### config.mk
export PLATFORM = sky130hd
export DESIGN_NAME = crop_window_ctrl
export DESIGN_NICKNAME = d
export VERILOG_FILES = /design/src/rtl/crop_pkg.sv /design/src/rtl/axis_reg_slice.sv /design/src/rtl/crop_window_ctrl.sv
export SDC_FILE = /design/constraint.sdc
export NUM_CORES = 1
export LEC_CHECK = 0
export CAP_MARGIN = 30
export CORE_UTILIZATION = 42
export DETAILED_ROUTE_END_ITERATION = 10
export PLACE_DENSITY = 0.66
export SLEW_MARGIN = 25
export SYNTH_ARGS = -nofsm -noshare
export SYNTH_HDL_FRONTEND = slang
export SYNTH_SLANG_ARGS = --single-unit
export TNS_END_PERCENT = 10
### constraint.sdc
create_clock -name clk -period 3 [get_ports clk]
set_input_delay 0.3 -clock clk [delete_from_list [all_inputs] [get_ports clk]]
set_output_delay 0.3 -clock clk [all_outputs]
set_load 0.02 [all_outputs]
### src/rtl/crop_pkg.sv
// crop_pkg: types and helpers shared by the crop window controller.
//   crop_state_e  : controller FSM state encoding
//   SOF_BIT       : m_axis_tuser bit marking the first pixel of the window
//   EOL_BIT       : m_axis_tuser bit marking the last pixel of a window line
//   clamp_origin  : limits a requested origin so the window stays in-frame
package crop_pkg;

   typedef enum logic [1:0] {
      ST_IDLE   = 2'd0,
      ST_ACTIVE = 2'd1,
      ST_DRAIN  = 2'd2
   } crop_state_e;

   localparam int SOF_BIT = 0;
   localparam int EOL_BIT = 1;

   // Returns min(req, lim). Callers widen to 16 bits and truncate the result.
   function automatic logic [15:0] clamp_origin(input logic [15:0] req,
                                                input logic [15:0] lim);
      return (req > lim) ? lim : req;
   endfunction

endpackage

### src/rtl/axis_reg_slice.sv
// axis_reg_slice: 1-deep AXI-Stream register slice.
//   clk, s_axis_resetn : clock, asynchronous active-low reset
//   s_valid/s_ready/s_data : upstream side
//   m_valid/m_ready/m_data : downstream side (registered)
// Handshake: a beat moves when valid && ready on the same rising edge;
// a source holds valid and data stable until that happens, and ready may
// depend combinationally on the sink's own state only.
module axis_reg_slice #(
   parameter int DATA_WIDTH = 8
) (
   input  logic                  clk,
   input  logic                  s_axis_resetn,
   input  logic                  s_valid,
   output logic                  s_ready,
   input  logic [DATA_WIDTH-1:0] s_data,
   output logic                  m_valid,
   input  logic                  m_ready,
   output logic [DATA_WIDTH-1:0] m_data
);

   logic                  valid_q;
   logic [DATA_WIDTH-1:0] data_q;

   // Can accept when empty or when the held beat leaves this cycle.
   assign s_ready = !valid_q || m_ready;
   assign m_valid = valid_q;
   assign m_data  = data_q;

   always_ff @(posedge clk or negedge s_axis_resetn) begin
      if (!s_axis_resetn) begin
         valid_q <= 1'b0;
         data_q  <= '0;
      end else if (s_valid && s_ready) begin
         valid_q <= 1'b1;
         data_q  <= s_data;
      end else if (m_ready) begin
         valid_q <= 1'b0;
      end
   end

endmodule

### src/rtl/crop_window_ctrl.sv
// crop_window_ctrl: forwards an OUT_ROWS x OUT_COLS window of each input
// frame, tagging first pixel, end-of-line and end-of-frame.
//   clk, s_axis_resetn      : clock, asynchronous active-low reset
//   s_axis_*                : single-pixel input stream, tuser_sof on pixel (0,0)
//   crop_x0, crop_y0        : requested window origin, sampled at each SOF
//   m_axis_*                : cropped output stream (tuser[0]=first, [1]=EOL)
//   crop_clamped            : origin was reduced for the current frame
//   frame_err               : one-cycle pulse when a frame is aborted by SOF
//   busy                    : controller is not idle
module crop_window_ctrl
   import crop_pkg::*;
#(
   parameter int PIXEL_BIT_WIDTH = 16,
   parameter int IN_ROWS         = 100,
   parameter int IN_COLS         = 160,
   parameter int OUT_ROWS        = 48,
   parameter int OUT_COLS        = 48
) (
   input  logic                       clk,
   input  logic                       s_axis_resetn,
   input  logic                       s_axis_tvalid,
   output logic                       s_axis_tready,
   input  logic [PIXEL_BIT_WIDTH-1:0] s_axis_tdata,
   input  logic                       s_axis_tuser_sof,
   input  logic [$clog2(IN_COLS)-1:0] crop_x0,
   input  logic [$clog2(IN_ROWS)-1:0] crop_y0,
   output logic                       m_axis_tvalid,
   input  logic                       m_axis_tready,
   output logic [PIXEL_BIT_WIDTH-1:0] m_axis_tdata,
   output logic [1:0]                 m_axis_tuser,
   output logic                       m_axis_tlast,
   output logic                       crop_clamped,
   output logic                       frame_err,
   output logic                       busy
);

   localparam int COL_W   = $clog2(IN_COLS);
   localparam int ROW_W   = $clog2(IN_ROWS);
   localparam int COLX_W  = COL_W + 1;
   localparam int ROWX_W  = ROW_W + 1;
   localparam int SLICE_W = PIXEL_BIT_WIDTH + 3;

   crop_state_e      state_q, state_d;
   logic [COL_W-1:0] col_q, col_d, ocol_q, ocol_d, x0_q, x0_d;
   logic [ROW_W-1:0] row_q, row_d, orow_q, orow_d, y0_q, y0_d;
   logic             clamped_q, clamped_d;
   logic             frame_err_q, frame_err_d;
   logic             busy_q, busy_d;

   logic [COL_W-1:0] x0_new, x0_cur, col_cur, ocol_cur;
   logic [ROW_W-1:0] y0_new, y0_cur, row_cur, orow_cur;
   logic             clamp_new, live, in_window, accept, push;
   logic             col_last, row_last, ocol_last, orow_last, win_last, first_pix;
   logic [1:0]       user_in;
   logic             slice_s_ready;
   logic [SLICE_W-1:0] slice_m_data;

   // Origin candidates for a beat that carries SOF.
   assign x0_new    = COL_W'(clamp_origin(16'(crop_x0), 16'(IN_COLS - OUT_COLS)));
   assign y0_new    = ROW_W'(clamp_origin(16'(crop_y0), 16'(IN_ROWS - OUT_ROWS)));
   assign clamp_new = (x0_new != crop_x0) || (y0_new != crop_y0);

   // A SOF beat is position (0,0) of a fresh frame and is judged against the
   // origin being latched on this very beat, not the stale shadow copy.
   assign x0_cur   = s_axis_tuser_sof ? x0_new : x0_q;
   assign y0_cur   = s_axis_tuser_sof ? y0_new : y0_q;
   assign col_cur  = s_axis_tuser_sof ? '0 : col_q;
   assign row_cur  = s_axis_tuser_sof ? '0 : row_q;
   assign ocol_cur = s_axis_tuser_sof ? '0 : ocol_q;
   assign orow_cur = s_axis_tuser_sof ? '0 : orow_q;

   assign live      = s_axis_tuser_sof || (state_q == ST_ACTIVE);
   assign in_window = live
                   && (col_cur >= x0_cur)
                   && ({1'b0, col_cur} < ({1'b0, x0_cur} + COLX_W'(OUT_COLS)))
                   && (row_cur >= y0_cur)
                   && ({1'b0, row_cur} < ({1'b0, y0_cur} + ROWX_W'(OUT_ROWS)));

   // Only beats bound for the output register can be back-pressured.
   assign s_axis_tready = !in_window || slice_s_ready;
   assign accept        = s_axis_tvalid && s_axis_tready;
   assign push          = accept && in_window;

   assign col_last  = (col_cur == COL_W'(IN_COLS - 1));
   assign row_last  = (row_cur == ROW_W'(IN_ROWS - 1));
   assign ocol_last = (ocol_cur == COL_W'(OUT_COLS - 1));
   assign orow_last = (orow_cur == ROW_W'(OUT_ROWS - 1));
   assign win_last  = ocol_last && orow_last;
   assign first_pix = (ocol_cur == '0) && (orow_cur == '0);

   always_comb begin
      user_in          = '0;
      user_in[SOF_BIT] = first_pix;
      user_in[EOL_BIT] = ocol_last;
   end

   always_comb begin
      state_d     = state_q;
      col_d       = col_q;
      row_d       = row_q;
      ocol_d      = ocol_q;
      orow_d      = orow_q;
      x0_d        = x0_q;
      y0_d        = y0_q;
      clamped_d   = clamped_q;
      frame_err_d = accept && s_axis_tuser_sof && (state_q == ST_ACTIVE);
      if (accept) begin
         if (col_last) begin
            col_d = '0;
            row_d = row_cur + 1'b1;
         end else begin
            col_d = col_cur + 1'b1;
            row_d = row_cur;
         end
         if (s_axis_tuser_sof) begin
            x0_d      = x0_new;
            y0_d      = y0_new;
            clamped_d = clamp_new;
            ocol_d    = '0;
            orow_d    = '0;
            state_d   = ST_ACTIVE;
         end
         if (push) begin
            if (ocol_last) begin
               ocol_d = '0;
               orow_d = orow_cur + 1'b1;
            end else begin
               ocol_d = ocol_cur + 1'b1;
               orow_d = orow_cur;
            end
         end
         // A window ending on the frame's final beat has nothing left to drain.
         if (push && win_last) begin
            state_d = (col_last && row_last) ? ST_IDLE : ST_DRAIN;
         end else if (!s_axis_tuser_sof && (state_q == ST_DRAIN) && col_last && row_last) begin
            state_d = ST_IDLE;
         end
      end
      busy_d = (state_d != ST_IDLE);
   end

   always_ff @(posedge clk or negedge s_axis_resetn) begin
      if (!s_axis_resetn) begin
         state_q     <= ST_IDLE;
         col_q       <= '0;
         row_q       <= '0;
         ocol_q      <= '0;
         orow_q      <= '0;
         x0_q        <= '0;
         y0_q        <= '0;
         clamped_q   <= 1'b0;
         frame_err_q <= 1'b0;
         busy_q      <= 1'b0;
      end else begin
         state_q     <= state_d;
         col_q       <= col_d;
         row_q       <= row_d;
         ocol_q      <= ocol_d;
         orow_q      <= orow_d;
         x0_q        <= x0_d;
         y0_q        <= y0_d;
         clamped_q   <= clamped_d;
         frame_err_q <= frame_err_d;
         busy_q      <= busy_d;
      end
   end

   axis_reg_slice #(
      .DATA_WIDTH (SLICE_W)
   ) u_out_slice (
      .clk           (clk),
      .s_axis_resetn (s_axis_resetn),
      .s_valid       (push),
      .s_ready       (slice_s_ready),
      .s_data        ({win_last, user_in, s_axis_tdata}),
      .m_valid       (m_axis_tvalid),
      .m_ready       (m_axis_tready),
      .m_data        (slice_m_data)
   );

   assign {m_axis_tlast, m_axis_tuser, m_axis_tdata} = slice_m_data;
   assign crop_clamped = clamped_q;
   assign frame_err    = frame_err_q;
   assign busy         = busy_q;

endmodule

==> metrics.csv <==
stage,metric,value,unit
floorplan,dieHeight,103,um
run,drv_cap,0,
routing,vias,3919,
floorplan,fp.dieArea,10600,sq um
global_route,grtUsageMet3,0.0278,
global_route,grt_antenna_before_repair,0,
critical_path,crit_start,crop_x0[1],
critical_path,endpoint,s_axis_tready,
critical_path,r2r_cells,13,
yosys,synth_cell_types,64,
floorplan,start_util,0.435,
routing,drc,0,
sta,slew_headroom,0.517,
finish,nets,653,
yosys,synth_warnings,0,
global_route,gr-usage-met2,0.338,
finish,layout-drive-gt1-share,0.239,
place,post-dp-hpwl,7.80,mm
routing,avgRoutedWirePerCell,14.9,um
clock_network,root_buffer,clkbuf_8,
finish,multi_input_area,2520,sq um
routing,ant_nets,0,
outcome,status,finished with violations,
global_route,overflow,0,
power,total_power,2.19,mW
clock_network,insertion_delay,0.36,ns
sta,fin_crit,3.18,ns
yosys,synth_nets,537,
global_route,grt_pass1_wl,16.9,mm
power,ir_drop,0.192,mV
critical_path,path_class,primary input to output pin,
critical_path,start_kind,primary input,
place,pre_cts_slack,-0.872,ns
sta,fmax,315,MHz
finish,diodes,0,
routing,wl,10.8,mm
floorplan,die_w,103,um
sta,holdWs,-0.00173,ns
place,port_buffers,59,
finish,fin_util,0.600,
clock_network,cts_buffers,9,
global_route,met1_usage,0.283,
floorplan,core-area,9820,sq um
sta,tightest_slew,0.724,ns
yosys,ys_async_sr_fraction,1.00,
yosys,synth_edf_count,0,
power,p_per_area,372,nW/um^2
yosys,synth-simple-area-share,0.268,
place,routabilityCongestion,0.898,
critical_path,r2r_setup_slack,0.07,ns
critical_path,endpoint_kind,output pin,
sta,setup_viol,25,
outcome,violations,"hold timing, setup timing",
clock_network,clkTransAtPathRegs,0.08,ns
yosys,synth-seq-cells,70,
global_route,grt_max_degree,43,
floorplan,io_pins,60,
sta,clock_skew,0.00724,ns
yosys,synth_adder_area_share,0.0820,
place,place_area,5340,sq um
yosys,syn_area_per_cell,9.03,sq um
finish,final_area,5890,sq um
power,power_leakage,2.77,nW
global_route,busiest_layer,met2,
place,dp_cells,695,
routing,drt_first_pass_iters,4,
yosys,muxShareOfSynthArea,0.00703,
finish,regArea,1750,sq um
finish,area_delta_synth_final,37.9,%
yosys,synthFlopType,dfrtp_1,
min_path,hold_path_class,primary input to async pin,
yosys,synth-xor-area-share,0.0226,
finish,fin_cells,727,
global_route,grt_pass1_vias,3581,
global_route,grtUsageTotal,0.207,
sta,fin_crit_sh,1.06,
routing,vias_per_cell,5.39,
yosys,synth_compound_area_frac,0.166,
critical_path,worstPathRequired,2.70,ns
routing,drt_iter0_drc,228,
sta,drv_slew,0,
yosys,yosysSeqAreaShare,0.410,
sta,rsz0062_at_grt,yes,
critical_path,r2r-end,row_q[2],
yosys,synth_top_family_by_area,simple AND/OR/NAND/NOR gates,
clock_network,htree_levels,3,
critical_path,path_max_fanout,3,
clock_network,hold_buffers,0,
sta,finalSetupTns,-1.19,ns
critical_path,r2r-start,x0_q[4],
yosys,synth_area,4270,sq um
clock_network,cts_tree,built,
clock_network,clock_sinks,70,
sta,postLayoutSetupSlackWorst,-0.179,ns
critical_path,critPathArrivalTime,2.88,ns
clock_network,clk_path_buf_depth,2,
yosys,synth_cells,473,
floorplan,row_count,36,
sta,finalHoldViolations,2,
finish,fillCellCount,875,
-- cell usage after synthesis, types with 3 or more instances --
library cell / number / area (sq um)
nand2b_1: 9 / 56.3
nor3_1: 10 / 50.1
nor2_1: 15 / 56.3
and3_1: 6 / 37.5
nand4_1: 9 / 56.3
xnor2_1: 6 / 52.6
nor4_1: 8 / 50.1
nand2_1: 95 / 357
a22o_1: 3 / 26.3
o31ai_1: 5 / 37.5
buf_2: 6 / 30.0
nand3_1: 20 / 100
a211o_1: 3 / 26.3
o21ai_0: 36 / 180
ha_1: 28 / 350
or3_1: 6 / 37.5
clkbuf_1: 7 / 26.3
xor2_1: 5 / 43.8
buf_4: 4 / 30.0
a31oi_1: 7 / 43.8
o21ai_1: 4 / 20.0
buf_6: 4 / 45.0
a22oi_1: 4 / 30.0
and2_1: 6 / 37.5
dfrtp_1: 70 / 1750
nor2b_1: 18 / 113
inv_1: 12 / 45.0
a21oi_1: 13 / 65.1
a41oi_1: 3 / 26.3
a221o_1: 5 / 50.1
o22ai_1: 3 / 18.8
-- power by group --
part	switching, mW	leakage, nW	internal (mW)	total (mW)
combinational	0.225	1.75	0.240	0.465
sequential	0.0291	0.938	0.983	1.01
clock	0.385	0.0889	0.326	0.712
total	0.640	2.77	1.55	2.19
-- sequential cells by signal, indices dropped and copies added, names as in the netlist --
register,cells
u_out_slice.m_valid,1
orow_q,7
col_q,8
x0_q,8
busy,1
y0_q,7
crop_clamped,1
state_q,2
frame_err,1
ocol_q,8
u_out_slice.m_data,19
row_q,7
-- logic make-up after synthesis --
family,count (synthesis)
flops,70
fa+ha+maj,28
xor+xnor,11
simple gates,222
buf+inv,36
mux,2
compound gates,104
-- layout by cell type (no fill, tap or decap), types with 3 or more instances in the layout --
master           Yosys  final
a211o_1              3      3
buf_6                4     15
o21ai_0             36     26
ha_1                28     25
buf_2                6      4
nand2_1             95     91
inv_1               12     12
a21oi_2              0      4
nor2b_1             18     17
a31oi_1              7      5
and2_1               6      6
clkdlybuf4s50_1      0     46
dfrtp_1             70     70
nand4_1              9      9
a21oi_1             13      9
or3_1                6      3
and3_1               6      5
or3_4                0      3
buf_12               0      3
xor2_1               5      5
nand2b_1             9      8
a211oi_2             1      3
nand3_1             20     18
a22o_1               3      3
nor4_1               8      8
o22ai_2              1      4
a221o_1              5      5
nor2_1              15     15
nor3_1              10     10
dlymetal6s2s_1       0      6
o31ai_1              5      5
nand2_2              1      4
clkbuf_8             0     10
xnor2_1              6      6
a22oi_1              4      3
buf_4                4     51
o21ai_1              4     11
-- final cells by class --
class | instances | area share
Inverter | 13 | 0.00829
Clock inverter | 6 | 0.00786
Clock buffer | 10 | 0.0234
Timing Repair Buffer | 128 | 0.207
Multi-Input combinational cell | 367 | 0.428
Tap cell | 133 | 0.0283
Sequential cell | 70 | 0.297
-- per-layer routing --
metal / up-vias / wire [um]
met1: 1883 / 4980
met5: - / 0
met2: 93 / 5250
met3: 15 / 432
met4: 0 / 159
li1: 1928 / -
-- repair_timing --
action	4_1_cts	5_1_grt
setup buffers	5	9
gates resized for setup	27	59
endpoints found under the setup margin	71	71
pin swaps	10	29
gates cloned	0	2
-- worst max-delay path, stage by stage --
cell and delay [ns]:
buf_6 0.09, or4_4 0.54, a41oi_4 0.20, a22oi_2 0.10, ha_1 0.33, nor2b_4 0.13, o311a_1 0.32, o22ai_2 0.18
o211ai_2 0.13, or3_4 0.42, buf_6 0.14
-- how the worst min path moves through the flow --
stage / to / cells past startpoint
floorplan: busy / 0
global placement: x0_q[5] / 1
detailed placement: x0_q[4] / 1
CTS: orow_q[1] / 1
global route: x0_q[0] / 1
finish: row_q[0] / 1
Note: power is estimated with default switching activity, not from simulation.
